===== src/rtl/bcd_conv_seq.sv =====
// ============================================================================
// Module   : bcd_conv_seq
// Purpose  : Sequential binary-to-BCD converter (double-dabble, 1 bit/clock).
//            Define BCD_SEG_EN to add a registered 7-segment output (seg_out).
// Revision : 1.0 - initial release
// ============================================================================
`default_nettype none

module bcd_conv_seq #(
  parameter int BIN_W  = 16,
  parameter int DIGITS = 5
) (
  input  logic                  clk,
  input  logic                  rst_n,
  input  logic                  start,
  input  logic [BIN_W-1:0]      bin_in,
  output logic                  busy,
  output logic                  done,
  output logic [4*DIGITS-1:0]   bcd_out
`ifdef BCD_SEG_EN
  ,
  output logic [7*DIGITS-1:0]   seg_out
`endif
);

  localparam int c_bcd_w = 4 * DIGITS;
  localparam int c_cnt_w = $clog2(BIN_W + 1);

  localparam logic [c_cnt_w-1:0] c_cnt_load = c_cnt_w'(BIN_W);
  localparam logic [c_cnt_w-1:0] c_cnt_one  = c_cnt_w'(1);

  localparam logic [1:0] c_st_idle   = 2'd0;
  localparam logic [1:0] c_st_load   = 2'd1;
  localparam logic [1:0] c_st_shift  = 2'd2;
  localparam logic [1:0] c_st_finish = 2'd3;

  logic [1:0]          r_state;
  logic [BIN_W-1:0]    r_bin;
  logic [c_bcd_w-1:0]  r_scratch;
  logic [c_bcd_w-1:0]  w_adj;
  logic [c_cnt_w-1:0]  r_count;
  logic                r_done;
  logic [c_bcd_w-1:0]  r_bcd;

  // Add-3 correction on every digit in parallel; digits never carry into each other
  always_comb begin
    w_adj = r_scratch;
    for (int i = 0; i < DIGITS; i++) begin
      if (r_scratch[4*i +: 4] >= 4'd5) begin
        w_adj[4*i +: 4] = r_scratch[4*i +: 4] + 4'd3;
      end
    end
  end

  always_ff @(posedge clk or negedge rst_n) begin
    if (!rst_n) begin
      r_state   <= c_st_idle;
      r_bin     <= '0;
      r_scratch <= '0;
      r_count   <= '0;
      r_done    <= 1'b0;
      r_bcd     <= '0;
    end else begin
      r_done <= 1'b0;
      case (r_state)
        c_st_idle: begin
          if (start) begin
            r_state <= c_st_load;
          end
        end
        c_st_load: begin
          r_bin     <= bin_in;
          r_scratch <= '0;
          r_count   <= c_cnt_load;
          r_state   <= c_st_shift;
        end
        c_st_shift: begin
          r_scratch <= {w_adj[c_bcd_w-2:0], r_bin[BIN_W-1]};
          r_bin     <= {r_bin[BIN_W-2:0], 1'b0};
          r_count   <= r_count - c_cnt_one;
          if (r_count == c_cnt_one) begin
            r_state <= c_st_finish;
          end
        end
        c_st_finish: begin
          r_bcd   <= r_scratch;
          r_done  <= 1'b1;
          r_state <= c_st_idle;
        end
        default: r_state <= c_st_idle;
      endcase
    end
  end

  assign busy    = (r_state == c_st_load) || (r_state == c_st_shift);
  assign done    = r_done;
  assign bcd_out = r_bcd;

`ifdef BCD_SEG_EN
  logic [DIGITS-1:0]   w_show;
  logic                w_nz;
  logic [7*DIGITS-1:0] w_seg;
  logic [7*DIGITS-1:0] r_seg;

  function automatic logic [6:0] seg7(input logic [3:0] d);
    case (d)
      4'd0:    seg7 = 7'b1000000;
      4'd1:    seg7 = 7'b1111001;
      4'd2:    seg7 = 7'b0100100;
      4'd3:    seg7 = 7'b0110000;
      4'd4:    seg7 = 7'b0011001;
      4'd5:    seg7 = 7'b0010010;
      4'd6:    seg7 = 7'b0000010;
      4'd7:    seg7 = 7'b1111000;
      4'd8:    seg7 = 7'b0000000;
      4'd9:    seg7 = 7'b0010000;
      default: seg7 = 7'b1111111;
    endcase
  endfunction

  // A digit is lit once any digit at or above it is non-zero; units always lit
  always_comb begin
    w_show = '0;
    w_nz   = 1'b0;
    for (int i = DIGITS - 1; i >= 0; i--) begin
      w_nz      = w_nz | (|r_scratch[4*i +: 4]);
      w_show[i] = w_nz | (i == 0);
    end
  end

  for (genvar g = 0; g < DIGITS; g++) begin : g_seg
    assign w_seg[7*g +: 7] = w_show[g] ? seg7(r_scratch[4*g +: 4]) : 7'b1111111;
  end

  always_ff @(posedge clk or negedge rst_n) begin
    if (!rst_n) begin
      r_seg <= '1;
    end else if (r_state == c_st_finish) begin
      r_seg <= w_seg;
    end
  end

  assign seg_out = r_seg;
`endif

endmodule

`default_nettype wire


===== config.mk =====
export PLATFORM = sky130hd
export DESIGN_NAME = bcd_conv_seq
export DESIGN_NICKNAME = d
export VERILOG_FILES = /design/src/rtl/bcd_conv_seq.sv
export SDC_FILE = /design/constraint.sdc
export NUM_CORES = 1
export LEC_CHECK = 0
export CORE_ASPECT_RATIO = 1.4
export CORE_MARGIN = 4
export CORE_UTILIZATION = 55
export CTS_CLUSTER_DIAMETER = 60
export DETAILED_ROUTE_END_ITERATION = 8
export PLACE_DENSITY_LB_ADDON = 0.25
export SYNTH_ARGS = -nofsm -noshare
export SYNTH_HDL_FRONTEND = slang
export SYNTH_SLANG_ARGS = --single-unit

===== constraint.sdc =====
create_clock -name clk -period 1.7 [get_ports clk]
set_clock_uncertainty 0.2 [all_clocks]
set_input_delay 0.255 -clock clk [delete_from_list [all_inputs] [get_ports clk]]
set_output_delay 0.255 -clock clk [all_outputs]
set_load 0.02 [all_outputs]

Word level (Yosys, flattened, before mapping)
Index checks and enable logic that the tools add are counted.
{ "totals": {"input_bits": 19, "wordCells": 39, "regBits": 64, "output_inout_bits": 22} }
{ "op_classes": {"n_addsub": 6, "n_lt_le_gt_ge": 5, "muxes": 12, "n_eq_ne": 6, "n_reduce_logical": 4} }
{ "op_table": {"columns": ["op", "n"], "rows": [
  ["case mux 20 bit (2 select lines)", 1],
  ["case mux 16 bit (2 select lines)", 1],
  ["greater-or-equal comparator 4 x 3 -> 1 bit, second input constant", 5],
  ["adder 4 x 2 -> 4 bit, second input constant", 4],
  ["two-way mux 4 bit", 4],
  ["case mux 5 bit (2 select lines)", 1],
  ["case mux 2 bit (4 select lines)", 1],
  ["== test 5 x 1 -> 1 bit, second input constant", 1],
  ["subtractor 5 x 1 -> 5 bit, second input constant", 1],
  ["== test 2 bit, second input constant", 2],
  ["two-way mux 2 bit", 2],
  ["inequality test 2 bit, second input constant", 2],
  ["adder 3 x 2 -> 3 bit, second input constant", 1],
  ["two-way mux 3 bit", 1],
  ["== test 2 x 1 -> 1 bit, second input constant", 1],
  ["logical NOT 2 bit", 1],
  ["AND reduction 2 bit", 1],
  ["nonzero test 2 bit", 1],
  ["logical OR 1 bit", 1],
  ["two-way mux 1 bit", 1]
]} }

Logic depth before layout (Yosys ltp)
{ "depth": {"word_depth": 3, "depth_mapped": 8, "depth_no_buf": 6} }

Least setup slack after synthesis
OpenSTA, ideal clock, no wires.
{ "synth_path": {"path_type": "register -> register", "from": "register r_state[0]", "to": "register r_count[4]", "required_ps": 1377, "path_buffers": 2, "setup_time_ps": 123, "synth_period_minus_slack_ps": 1689, "setup_slack_ps": 11, "t_arrival_ps": 1367, "path_stages_with_launch": 8, "path_cell_list": "dfrtp_1 -> inv_1 -> ha_1 -> buf_4 -> buf_6 -> nand2_1 -> mux2i_1 -> a21oi_1"} }
{ "synth_via": {"elab_chain_len": 2, "word_cells_on_any_way": 4, "cone_classes": "2 x eq/ne; 1 x mux; 1 x reduce/logical"} }
{ "synth_rtl": {"columns": ["item", "line_no", "text"], "rows": [
  ["start: declaration", "37", "logic [1:0] r_state;"],
  ["start signal: assignment", "57", "r_state <= c_st_idle;"],
  ["start signal: assignment", "68", "r_state <= c_st_load;"],
  ["start signal: assignment", "75", "r_state <= c_st_shift;"],
  ["== test 2 bit / == test 2 x 1 -> 1 bit (equally long branches)", "65", "case (r_state)"],
  ["case mux 5 bit (2 select lines) / nonzero test 2 bit (equally long branches)", null, null],
  ["end signal: assignment", "74", "r_count <= c_cnt_load;"],
  ["end signal: assignment", "80", "r_count <= r_count - c_cnt_one;"],
  ["end: declaration", "41", "logic [c_cnt_w-1:0] r_count;"]
]} }
Parallel ways exist; a longest one is shown, timed or not.
A chain may end at the register's enable or synchronous reset.

Worst setup path after layout
{ "layout_path": {"from": "register r_state[1]", "to": "output busy"} }
{ "layout_via": {"elab_chain_len": 2, "word_cells_on_any_way": 3, "cone_classes": "2 x eq/ne; 1 x reduce/logical"} }
{ "layout_rtl": {"columns": ["item", "line_no", "text"], "rows": [
  ["== test 2 x 1 -> 1 bit / == test 2 bit (equally long branches)", "95", "assign busy = (r_state == c_st_load) || (r_state == c_st_shift);"],
  ["logical OR 1 bit (*)", "95", null],
  ["end: declaration", "17", "output logic busy,"]
]} }
Mark *: on every way between the ends. The rest lies on a longest branch, timed or not.

==> metrics.md <==
| Metric | Value |
|---|---|
| Area grow syn2layout | `25.6%` |
| Pin count of the biggest net entering global routing | `65` |
| Fill cells | `409` |
| Post-synth cell types | `28` |
| First-pass GRT wire length | `10300 um` |
| Synth top cells by count | `dfrtp_1 (64), inv_1 (23), a21oi_1 (21)` |
| Die area | `7100 sq um` |
| EDFF count, synth | `0` |
| Via Count | `2190` |
| Hold Crit Class | `in -> async` |
| Worst-path clk slew | `0.07 ns` |
| Slew @ Worst Pin | `0.337 ns` |
| Crit share post-route | `96.5%` |
| Area of the multi-input gates | `1440 sq um` |
| Core Region | `5570 sq um` |
| Clock tree buffer depth | `2` |
| Syn. warnings | `0` |
| Sequential Area | `1600 sq um` |
| First DRT Iteration DRCs | `163` |
| Grt ovf | `0` |
| Post-route cell area | `4010 sq um` |
| Cell with the most instances after synthesis | `dfrtp_1` |
| Static Leak | `1.87 nW` |
| Yosys reg bits | `64` |
| Worst EP arrival | `1.19 ns` |
| Maximum VDD drop | `1.79 mV` |
| Width of the die | `72.4 um` |
| Initial Util | `57.3%` |
| Fin worst setup slack | `0.0587 ns` |
| Total Routed Length | `5850 um` |
| Fmax | `609 MHz` |
| Post-DP Area | `3740 sq um` |
| RSZ-0062 raised after global routing | `true` |
| Chip height | `98.1 um` |
| Root Buffer | `clkbuf_8` |
| Final min period | `1.64 ns` |
| Vias in the first global route | `2297` |
| Critical Path Source Type | `flip-flop` |
| Wire per inst | `14.3 um` |
| Pins Over Slew Limit | `0` |
| Final hold vios | `0` |
| Cell Rows | `32` |
| First-pass DRT Iterations | `4` |
| CP max FO | `3` |
| Syn Area/Cell | `11.6 sq um` |
| Io pins | `41` |
| Top post-synthesis cells by area | `dfrtp_1 (50%), mux2_2 (7.1%), ha_1 (5.9%)` |
| Ys async rst share | `100%` |
| Fin util | `72.0%` |
| CTS tree | `built` |
| Worst-Skew Late Latency | `0.34 ns` |
| Vias per cell | `5.34` |
| Post-Syn Nets | `310` |
| Buffers on Ports | `40` |
| Final estimated routing congestion in global placement | `0.761` |
| Initial antenna violation count | `0` |
| Critical path data required time | `1.24 ns` |
| H-tree Lvls | `3` |
| Fin Hold WS | `0.269 ns` |
| Crit path kind | `reg -> out` |
| Area share of the largest cell type after synthesis | `50.2%` |
| Post-synth top area cell | `dfrtp_1` |
| Status | `completed` |
| Clock buffer count from CTS | `9` |
| Nets@finish | `371` |
| Fraction of layout cells with a size suffix above 1 | `24.0%` |
| Most used DFF post-synth | `dfrtp_1` |
| Detailed-route DRC error count | `0` |
| Sequential element share of the synthesized area | `50.2%` |
| Dpl ws | `-0.0992 ns` |
| Rel. slew slack | `77.6%` |
| Final HPWL DP | `3910 um` |
| Total Routing Usage GR | `18.4%` |
| Setup violators final | `0` |
| Routed Antenna Nets | `0` |
| Max-Cap Viols | `0` |
| Power per cell area | `1660 nW/um^2` |
| Setup crit end kind | `output pin` |
| ANT cells | `0` |
| # clock sinks | `64` |
| Cell Area, Synth | `3190 sq um` |
| Post-Syn Instances | `276` |
## sequential cells by signal, summed over array words and instances, names as in the netlist
name and count:
r_scratch 20, bcd_out 20, r_bin 16, r_count 5
r_state 2, done 1
## where the power goes
group / total, W / switching, W / internal (W)
registers: 0.00217 / 0.000236 / 0.00194
logic: 0.00325 / 0.00172 / 0.00152
clock network: 0.00124 / 0.000565 / 0.000672
## cells in the final DEF (no fill, tap or decap), types with 6 or more instances in the layout
master / instances
ha_1: 12
o21ai_0: 7
nand2b_1: 11
mux2i_1: 18
dlygate4sd2_1: 21
o21ai_1: 14
buf_4: 16
xnor2_1: 9
a21oi_1: 21
inv_1: 16
clkbuf_8: 9
nor2_1: 17
clkdlybuf4s50_1: 17
dfrtp_1: 64
nor3_1: 6
mux2_2: 20
inv_2: 7
## final cells by class
cell class / count / share of cell area, %
clock buffers: 12 / 3.37
clock inverters: 4 / 1.12
inverters: 23 / 2.15
multi-input cells: 176 / 35.8
flip-flops and latches: 64 / 40.0
well taps: 68 / 2.12
repair buffers: 63 / 15.4
## cells by family (layout without fill, tap and decap cells)
kind of cell             after synthesis  after routing  share of synthesized area (%)
AO/OA/AOI/OAI                         63             63                           14.6
XOR/XNOR                               9              9                           2.47
flip-flops                            64             64                           50.2
buffers and inverters                 36            102                           5.92
multiplexers                          38             38                           12.7
adder cells (fa/ha/maj)               15             15                           5.88
AND/OR/NAND/NOR                       51             51                           8.20
## final timing paths
check	slack (ns)	startpoint	endpoint	cells after the start
min reg2reg	0.30	bcd_out[18]	bcd_out[18]	1
max reg2reg	0.08	r_state[1]	r_scratch[18]	7
min in group clk	0.30	bcd_out[18]	bcd_out[18]	1
max in group asynchronous	0.76	rst_n	r_scratch[15]	3
max	0.06	r_state[1]	busy	3
min	0.27	rst_n	bcd_out[3]	3
## critical path, stage by stage (launching register included)
cell	delay [ns]
dfrtp_1	0.39
inv_2	0.09
ha_4	0.22
buf_4	0.16
## timing repair
item / 4_1_cts / 5_1_grt
gates resized for setup: 32 / 12
cloned: 1 / 0
hold endpoints to repair: 64 / 0
pin swaps: 0 / 3
setup buffers: 3 / 0
setup endpoints to repair: 48 / 31
hold buffers: 1 / 0
## metal layers
layer | global-route usage, % | up-vias | routed length, um
li1 | - | 1077 | -
met1 | 22.2 | 1067 | 2530
met2 | 31.4 | 41 | 3010
met3 | 5.15 | 5 | 252
met4 | 5.97 | 0 | 59
met5 | 0 | - | 0
## metrics by stage
| step | power (W) | cells | setup TNS [ns] |
|---|---|---|---|
| finish | 0.00666 | 410 | 0 |
| global route | 0.00711 | 410 | -0.0598 |
| CTS | 0.00663 | 410 | -0.0437 |
| detailed placement | 0.00514 | 389 | -1.62 |
| global placement | 0.00503 | 389 | -0.353 |
| floorplan | 0.00436 | 276 | 0 |
No activity file was read; power rests on OpenSTA's default activity.
